<file path="config.mk">
export PLATFORM = sky130hd
export DESIGN_NAME = systolic_core
export DESIGN_NICKNAME = d
export VERILOG_FILES = /design/src/rtl/systolic_pkg.sv /design/src/rtl/systolic_pe.sv /design/src/rtl/systolic_core.sv
export SDC_FILE = /design/constraint.sdc
export NUM_CORES = 2
export LEC_CHECK = 0
export BUFFER_PORTS_ARGS = -buffer_cell sky130_fd_sc_hd__buf_2
export CAP_MARGIN = 20
export CORE_MARGIN = 2
export CORE_UTILIZATION = 45
export CTS_CLUSTER_DIAMETER = 200
export CTS_CLUSTER_SIZE = 24
export DETAILED_ROUTE_END_ITERATION = 16
export GPL_ROUTABILITY_DRIVEN = 0
export GPL_TIMING_DRIVEN = 0
export PLACE_DENSITY = 0.62
export SYNTH_ARGS = -nofsm -noshare
export SYNTH_HDL_FRONTEND = slang
export SYNTH_SLANG_ARGS = --single-unit
</file>
<file path="constraint.sdc">
create_clock -name clk -period 18.42 [get_ports clk]
set_clock_uncertainty 0.2 [all_clocks]
set_input_delay 2.763 -clock clk [delete_from_list [all_inputs] [get_ports clk]]
set_output_delay 2.763 -clock clk [all_outputs]
set_load 0.03 [all_outputs]
</file>
<file path="src/rtl/systolic_pkg.sv">
// Shared types and helpers for the systolic matmul core.
package systolic_pkg;

  typedef enum logic [1:0] {
    IDLE   = 2'd0,
    LOAD_W = 2'd1,
    STREAM = 2'd2,
    DRAIN  = 2'd3
  } state_t;

  // Accumulator must hold N full-precision products without wrapping.
  function automatic bit acc_w_ok(input int unsigned n, input int unsigned data_w,
                                  input int unsigned acc_w);
    return acc_w >= (2 * data_w + $clog2(n));
  endfunction

  // LSB position of element idx in a packed vector of elem_w-wide elements.
  function automatic int unsigned elem_lsb(input int unsigned idx, input int unsigned elem_w);
    return idx * elem_w;
  endfunction

endpackage

</file>
<file path="src/rtl/systolic_pe.sv">
// One weight-stationary MAC cell: activation flows right, partial sum flows down.
module systolic_pe
  import systolic_pkg::*;
#(
  parameter int unsigned DATA_W = 8,
  parameter int unsigned ACC_W  = 24
) (
  input  logic              clk,
  input  logic              reset,
  input  logic              i_en,
  input  logic              i_w_load,
  input  logic [DATA_W-1:0] i_w,
  input  logic [DATA_W-1:0] i_a,
  input  logic [ACC_W-1:0]  i_psum,
  output logic [DATA_W-1:0] o_a,
  output logic [ACC_W-1:0]  o_psum
);

  localparam int unsigned PROD_W = 2 * DATA_W;

  logic [DATA_W-1:0]        r_w;
  logic [DATA_W-1:0]        r_a;
  logic [ACC_W-1:0]         r_psum;
  logic signed [PROD_W-1:0] w_a_ext;
  logic signed [PROD_W-1:0] w_w_ext;
  logic signed [PROD_W-1:0] w_prod;
  logic [ACC_W-1:0]         w_prod_ext;

  assign w_a_ext    = {{DATA_W{i_a[DATA_W-1]}}, i_a};
  assign w_w_ext    = {{DATA_W{r_w[DATA_W-1]}}, r_w};
  assign w_prod     = w_a_ext * w_w_ext;
  assign w_prod_ext = {{(ACC_W - PROD_W){w_prod[PROD_W-1]}}, w_prod};

  // Stationary weight, written only during the load phase.
  always_ff @(posedge clk) begin
    if (!reset) begin
      r_w <= '0;
    end else if (i_w_load) begin
      r_w <= i_w;
    end
  end

  // MAC stage; holds entirely when the array is stalled.
  always_ff @(posedge clk) begin
    if (!reset) begin
      r_a    <= '0;
      r_psum <= '0;
    end else if (i_en) begin
      r_a    <= i_a;
      r_psum <= i_psum + w_prod_ext;
    end
  end

  assign o_a    = r_a;
  assign o_psum = r_psum;

endmodule

</file>
<file path="src/rtl/systolic_core.sv">
// N x N weight-stationary systolic matmul core with skew/deskew and valid/ready streams.
// Optional build macro SYSTOLIC_RELU_EN clamps negative results to zero in the output register.
module systolic_core
  import systolic_pkg::*;
#(
  parameter int unsigned N      = 4,
  parameter int unsigned DATA_W = 8,
  parameter int unsigned ACC_W  = 24,
  parameter int unsigned CNT_W  = 16
) (
  input  logic                clk,
  input  logic                reset,
  input  logic                start,
  input  logic [CNT_W-1:0]    num_vec,
  input  logic                w_valid,
  output logic                w_ready,
  input  logic [N*DATA_W-1:0] w_row,
  input  logic                a_valid,
  output logic                a_ready,
  input  logic [N*DATA_W-1:0] a_vec,
  output logic                r_valid,
  input  logic                r_ready,
  output logic [N*ACC_W-1:0]  r_vec,
  output logic                busy,
  output logic                done
);

  localparam int unsigned ROW_W = $clog2(N);
  localparam int unsigned TAG_D = 2 * N - 1;

  if (!acc_w_ok(N, DATA_W, ACC_W)) begin : g_acc_w_chk
    $error("systolic_core: ACC_W too narrow for N and DATA_W");
  end

  state_t             r_state;
  state_t             w_next;
  logic [CNT_W-1:0]   r_m;
  logic [CNT_W-1:0]   r_acc_cnt;
  logic [CNT_W-1:0]   r_res_cnt;
  logic [ROW_W-1:0]   r_row;
  logic               r_w_ready;
  logic               r_busy;
  logic               r_done;
  logic               r_r_valid;
  logic [N*ACC_W-1:0] r_r_vec;
  logic [TAG_D-1:0]   r_tag;
  logic               w_advance;
  logic               w_a_hs;
  logic               w_w_hs;
  logic               w_r_hs;
  logic [N-1:0]       w_w_load;
  logic [DATA_W-1:0]  w_arow [N];
  logic [DATA_W-1:0]  w_pe_a [N][N];
  logic [ACC_W-1:0]   w_pe_ps [N][N];
  logic [N*ACC_W-1:0] w_res;

  assign w_advance = !r_r_valid || r_ready;
  assign a_ready   = (r_state == STREAM) && w_advance && (r_acc_cnt < r_m);
  assign w_a_hs    = a_valid && a_ready;
  assign w_w_hs    = w_valid && r_w_ready;
  assign w_r_hs    = r_r_valid && r_ready;

  // State register.
  always_ff @(posedge clk) begin
    if (!reset) r_state <= IDLE;
    else        r_state <= w_next;
  end

  // Next-state decode.
  always_comb begin
    w_next = r_state;
    case (r_state)
      IDLE:    if (start) w_next = LOAD_W;
      LOAD_W:  if (w_w_hs && (r_row == ROW_W'(N - 1))) w_next = STREAM;
      STREAM:  if (w_a_hs && (r_acc_cnt == r_m - CNT_W'(1))) w_next = DRAIN;
      DRAIN:   if (w_r_hs && (r_res_cnt == r_m - CNT_W'(1))) w_next = IDLE;
      default: w_next = IDLE;
    endcase
  end

  // Job counters and registered control outputs.
  always_ff @(posedge clk) begin
    if (!reset) begin
      r_m       <= '0;
      r_acc_cnt <= '0;
      r_res_cnt <= '0;
      r_row     <= '0;
      r_w_ready <= 1'b0;
      r_busy    <= 1'b0;
      r_done    <= 1'b0;
    end else begin
      r_w_ready <= (w_next == LOAD_W);
      r_busy    <= (w_next != IDLE);
      r_done    <= (r_state == DRAIN) && (w_next == IDLE);
      if ((r_state == IDLE) && start) begin
        r_m       <= (num_vec == '0) ? CNT_W'(1) : num_vec;
        r_acc_cnt <= '0;
        r_res_cnt <= '0;
        r_row     <= '0;
      end else begin
        if (w_w_hs) r_row <= r_row + ROW_W'(1);
        if (w_a_hs) r_acc_cnt <= r_acc_cnt + CNT_W'(1);
        if (w_r_hs && ((r_state == STREAM) || (r_state == DRAIN)))
          r_res_cnt <= r_res_cnt + CNT_W'(1);
      end
    end
  end

  // Valid tag travels alongside the data through skew, array and deskew.
  always_ff @(posedge clk) begin
    if (!reset)         r_tag <= '0;
    else if (w_advance) r_tag <= {r_tag[TAG_D-2:0], w_a_hs};
  end

  // Input skew: array row i sees its activation i cycles late; bubbles inject zero.
  for (genvar i = 0; i < N; i++) begin : g_skew
    localparam int unsigned D = i;
    logic [DATA_W-1:0] w_inj;
    assign w_inj       = w_a_hs ? a_vec[elem_lsb(i, DATA_W) +: DATA_W] : '0;
    assign w_w_load[i] = w_w_hs && (r_row == ROW_W'(i));
    if (i == 0) begin : g_nodly
      assign w_arow[i] = w_inj;
    end else begin : g_dly
      logic [DATA_W-1:0] r_sk [D];
      // Skew delay line for this row.
      always_ff @(posedge clk) begin
        if (!reset) begin
          for (int k = 0; k < int'(D); k++) r_sk[k] <= '0;
        end else if (w_advance) begin
          r_sk[0] <= w_inj;
          for (int k = 1; k < int'(D); k++) r_sk[k] <= r_sk[k-1];
        end
      end
      assign w_arow[i] = r_sk[D-1];
    end
  end

  // PE grid.
  for (genvar i = 0; i < N; i++) begin : g_row
    for (genvar j = 0; j < N; j++) begin : g_col
      logic [DATA_W-1:0] w_a_in;
      logic [ACC_W-1:0]  w_ps_in;
      if (j == 0) begin : g_a_edge
        assign w_a_in = w_arow[i];
      end else begin : g_a_mid
        assign w_a_in = w_pe_a[i][j-1];
      end
      if (i == 0) begin : g_ps_edge
        assign w_ps_in = '0;
      end else begin : g_ps_mid
        assign w_ps_in = w_pe_ps[i-1][j];
      end
      systolic_pe #(
        .DATA_W (DATA_W),
        .ACC_W  (ACC_W)
      ) u_pe (
        .clk      (clk),
        .reset    (reset),
        .i_en     (w_advance),
        .i_w_load (w_w_load[i]),
        .i_w      (w_row[elem_lsb(j, DATA_W) +: DATA_W]),
        .i_a      (w_a_in),
        .i_psum   (w_ps_in),
        .o_a      (w_pe_a[i][j]),
        .o_psum   (w_pe_ps[i][j])
      );
    end
  end

  // Output deskew: column j waits N-1-j cycles so all columns line up.
  for (genvar j = 0; j < N; j++) begin : g_deskew
    localparam int unsigned D = N - 1 - j;
    logic [ACC_W-1:0] w_col;
    if (j == N - 1) begin : g_nodly
      assign w_col = w_pe_ps[N-1][j];
    end else begin : g_dly
      logic [ACC_W-1:0] r_ds [D];
      // Deskew delay line for this column.
      always_ff @(posedge clk) begin
        if (!reset) begin
          for (int k = 0; k < int'(D); k++) r_ds[k] <= '0;
        end else if (w_advance) begin
          r_ds[0] <= w_pe_ps[N-1][j];
          for (int k = 1; k < int'(D); k++) r_ds[k] <= r_ds[k-1];
        end
      end
      assign w_col = r_ds[D-1];
    end
`ifdef SYSTOLIC_RELU_EN
    assign w_res[elem_lsb(j, ACC_W) +: ACC_W] = w_col[ACC_W-1] ? '0 : w_col;
`else
    assign w_res[elem_lsb(j, ACC_W) +: ACC_W] = w_col;
`endif
  end

  // Result register; holds while the consumer stalls.
  always_ff @(posedge clk) begin
    if (!reset) begin
      r_r_valid <= 1'b0;
      r_r_vec   <= '0;
    end else if (w_advance) begin
      r_r_valid <= r_tag[TAG_D-1];
      if (r_tag[TAG_D-1]) r_r_vec <= w_res;
    end
  end

  assign w_ready = r_w_ready;
  assign r_valid = r_r_valid;
  assign r_vec   = r_r_vec;
  assign busy    = r_busy;
  assign done    = r_done;

endmodule

</file>
==> flow_summary.ini <==
[synth]
synth_top_area_share_pct = 24.2
yosys.cell_count.top_type = nand2_1
yosys.cell_types.count = 75
ys_ff_latch = 899
postSynth.topFlopCell = dfxtp_1
post_synth_main_area_contributors = fa_1 (24%), dfxtp_1 (18%), ha_1 (11%), edfxtp_1 (7.2%), nand2_1 (6.8%)
synth_seq_area_share_pct = 24.8
yosys_synthesis_warning_count = 0
post_synth_inst_count = 9046
number_of_synthesized_flops_with_an_enable_pin = 192
fraction_of_registers_with_async_set_or_reset_after_synthesis_pct = 0
yosys.area.top_type = fa_1
synthesis.nets = 10791
synth_commonest_cells = nand2_1 (1457), inv_1 (1384), fa_1 (972), a21oi_1 (734), dfxtp_1 (707)
mappedNetlistArea_mm2 = 0.0804
syn_avg_cell_area_um2 = 8.89

[timing]
setup-violations-final = 0
fin_tns_setup_ns = 0
timing_hold_violations_final = 0
maxSlewViolCount = 0
slew-limit-headroom_pct = 17.5
whs_ns = 0.249
period_share_pct = 51.7
layout_min_cycle_time_ns = 9.53
worst_slew_pin_slew_ns = 1.24
timing.final.ws_setup_ns = 8.89
fmaxAchievable_ghz = 0.105
rsz_0062_raised_after_global_routing = no

[clock_tree]
cts-hold-fix-buffers = 0
clock_latency_ns = 0.71
max-clock-path-buffers = 3
cts_num_sinks = 899
cts.reportedPaths.clkPinSlew_ns = 0.11
post_cts_resize_count = 0
post-cts-setup-buffer-count = 0
numCtsBuffers = 43
cts_tree = yes
clk_root_buffer_cell = clkbuf_16
htree_num_levels = 2

[detailed_routing]
detailedRoute.firstPassIterationCount = 6
wire_per_inst_um = 20.7
drc_violation_count_after_routing = 0
routed-via-count = 62429
number_of_vias_per_cell = 5.34
remaining_number_of_nets_flagged_by_the_antenna_check_after_routing = 0
dr.first_iter.drc_count = 4819
wl_um = 242000

[floorplan]
placement_rows = 155
fp.coreArea_mm2 = 0.178
initial_core_util_pct = 45.2
floorplan.die_area_mm2 = 0.182
ioPinCount = 187
die_height_um = 427
die_w_um = 427

[place]
detailed_place_hpwl_um = 200000
io_buffer_count = 185
place_ws_ns = 8.38

[global_route]
grt_first_pass_wirelength_um = 369000
grt_pass1_vias = 61708
grt_util_all_layers_pct = 26.7
grt_max_degree = 124
antenna_found_initial = 18
overflow = 0

[finish]
area_growth_pct = 7.00
layout.core_utilization_pct = 48.3
footprint_of_the_multi_input_gates_mm2 = 0.0539
layout.nets = 11052
layout.filler_cells = 17097
fraction_of_layout_cells_with_a_size_suffix_above_1_pct = 3.17
ff_latch_area_mm2 = 0.0199

[status]
run_status = finished clean

[worst_setup_path]
timing.rr.end = g_row[0].g_col[0].u_pe.o_psum[14]
critical_path_buf_inv_count = 7
critPathArrivalTime_ns = 9.93
slowest_delay_ns = 0.96
critPathMaxFanout = 10
crit_path_start_kind = input port
critPathTopFamily = compound AO/OA/AOI/OAI gates
end_kind = flip-flop
critPathSlowestCell = o32ai_1
crit-reg2reg-launch = r_m[13]
critPathRequiredTime_ns = 18.83
crit_start = r_ready
critical_path_depth = 26
setup.worst_path.end = g_row[0].g_col[0].u_pe.o_psum[14]
ff2ff_path_depth = 27
reg2reg_setup_slack_ns = 10.34
timing_worst_setup_path_type = in2reg

[run]
cap_violations = 0

[power_and_ir_drop]
ir_drop_uv = 58.7
power-per-cell-area_mw_per_mm2 = 39.8
leakagePower_uw = 0.0399
power_uw = 3430

[hold_path]
worst_hold_path_type = reg2reg
-- flip-flops by register name, summed over array words and instances (netlist names) --
| signal | flops |
|---|---|
| busy | 1 |
| r_row | 2 |
| g_row.g_col.u_pe.o_a | 96 |
| r_res_cnt | 16 |
| r_valid | 1 |
| r_m | 16 |
| g_row.g_col.u_pe.r_w | 128 |
| r_state | 2 |
| g_skew.g_dly.r_sk | 48 |
| r_acc_cnt | 16 |
| done | 1 |
| w_ready | 1 |
| r_tag | 7 |
| r_vec | 96 |
| g_deskew.g_dly.r_ds | 144 |
| g_row.g_col.u_pe.o_psum | 324 |
-- stage by stage --
step	std cells	instance area [um^2]
floorplan	9046	80400
global placement	11586	84300
detailed placement	11614	84800
CTS	11679	86000
global route	11683	86000
finish	11694	86100
-- cell families after synthesis --
group / count (synthesis) / synth area share (%)
flops: 899 / 24.8
simple gates: 2931 / 17.3
fa+ha+maj: 1659 / 34.9
compound gates: 1347 / 9.86
buf+inv: 1752 / 8.18
xor+xnor: 453 / 4.99
mux: 5 / 0.0638
-- routing by layer --
| layer | wire length (um) | GRT usage (%) | vias to the layer above | share of wire, % |
|---|---|---|---|---|
| met2 | 110000 | 43.2 | 1975 | 45 |
| met5 | 26 | 0 | - | 0.011 |
| met4 | 11200 | 10.6 | 4 | 4.6 |
| met3 | 17000 | 3.37 | 391 | 7.0 |
| li1 | - | - | 29239 | - |
| met1 | 105000 | 36.3 | 30820 | 43 |
-- worst min-delay path by stage --
stage	from	endpoint	slack (ns)	depth (start not counted)
after floorplan	g_row[3].g_col[0].u_pe.o_psum[11]	g_row[3].g_col[0].u_pe.o_psum[11]	0.22	2
after global placement	g_row[2].g_col[3].u_pe.o_psum[23]	g_row[2].g_col[3].u_pe.o_psum[23]	0.23	2
after detailed placement	g_row[2].g_col[2].u_pe.o_psum[21]	g_row[2].g_col[2].u_pe.o_psum[21]	0.24	2
after CTS	g_row[2].g_col[2].u_pe.o_psum[21]	g_row[2].g_col[2].u_pe.o_psum[21]	0.25	2
after global routing	g_row[2].g_col[2].u_pe.o_psum[21]	g_row[2].g_col[2].u_pe.o_psum[21]	0.27	2
final	g_row[2].g_col[2].u_pe.o_psum[21]	g_row[2].g_col[2].u_pe.o_psum[21]	0.25	2
-- area by class of cell --
type	count	share of cell area [%]
inverter	1386	6.05
multi-input combinational	6395	62.7
buffer	366	1.61
clock buffer	61	1.33
tap	2355	3.42
timing repair buffer	216	1.65
clock inverter	4	0.0756
antenna	12	0.0349
sequential	899	23.1
-- cells in the final DEF, fill, tap and decap left out, types with 21 or more instances in the layout --
master and n:
nand2_1 1457, inv_1 1384, fa_1 972, a21oi_1 734, dfxtp_1 707, ha_1 687
and2_1 592, clkbuf_1 356, xnor2_1 350, nor2_1 280, and3_1 252, o21ai_0 204
edfxtp_1 192, buf_2 186, nand2b_1 101, xor2_1 100, a21o_1 80, nand3_1 79
o21bai_1 71, nor3_1 56, a211oi_1 49, clkbuf_16 43, o21a_1 30, or3_1 25
nor2b_1 23, buf_8 21
-- power breakdown --
part | internal (uW) | leakage, uW | switching, uW
logic | 72.1 | 0.0312 | 166
registers | 2010 | 0.00807 | 16.6
clock network | 444 | 0.000582 | 713
-- worst reg2reg max path: stages, from the launching register on --
cell	delay, ns
dfxtp_1	0.32
clkbuf_1	0.31
inv_1	0.13
ha_1	0.35
a2111oi_0	0.39
nor2_1	0.15
o32ai_1	0.92
clkbuf_1	0.67
clkbuf_1	0.40
and3_1	0.23
ha_1	0.26
fa_1	0.46
ha_1	0.30
inv_1	0.07
fa_1	0.40
inv_1	0.06
ha_1	0.16
inv_1	0.07
fa_1	0.43
nor2b_1	0.16
o21ai_0	0.13
a21boi_0	0.26
o21ai_0	0.15
a21boi_0	0.33
o21ai_0	0.17
a21oi_1	0.18
nor3_1	0.09
o32ai_1	0.25
Power figures use the tool's default switching activity.
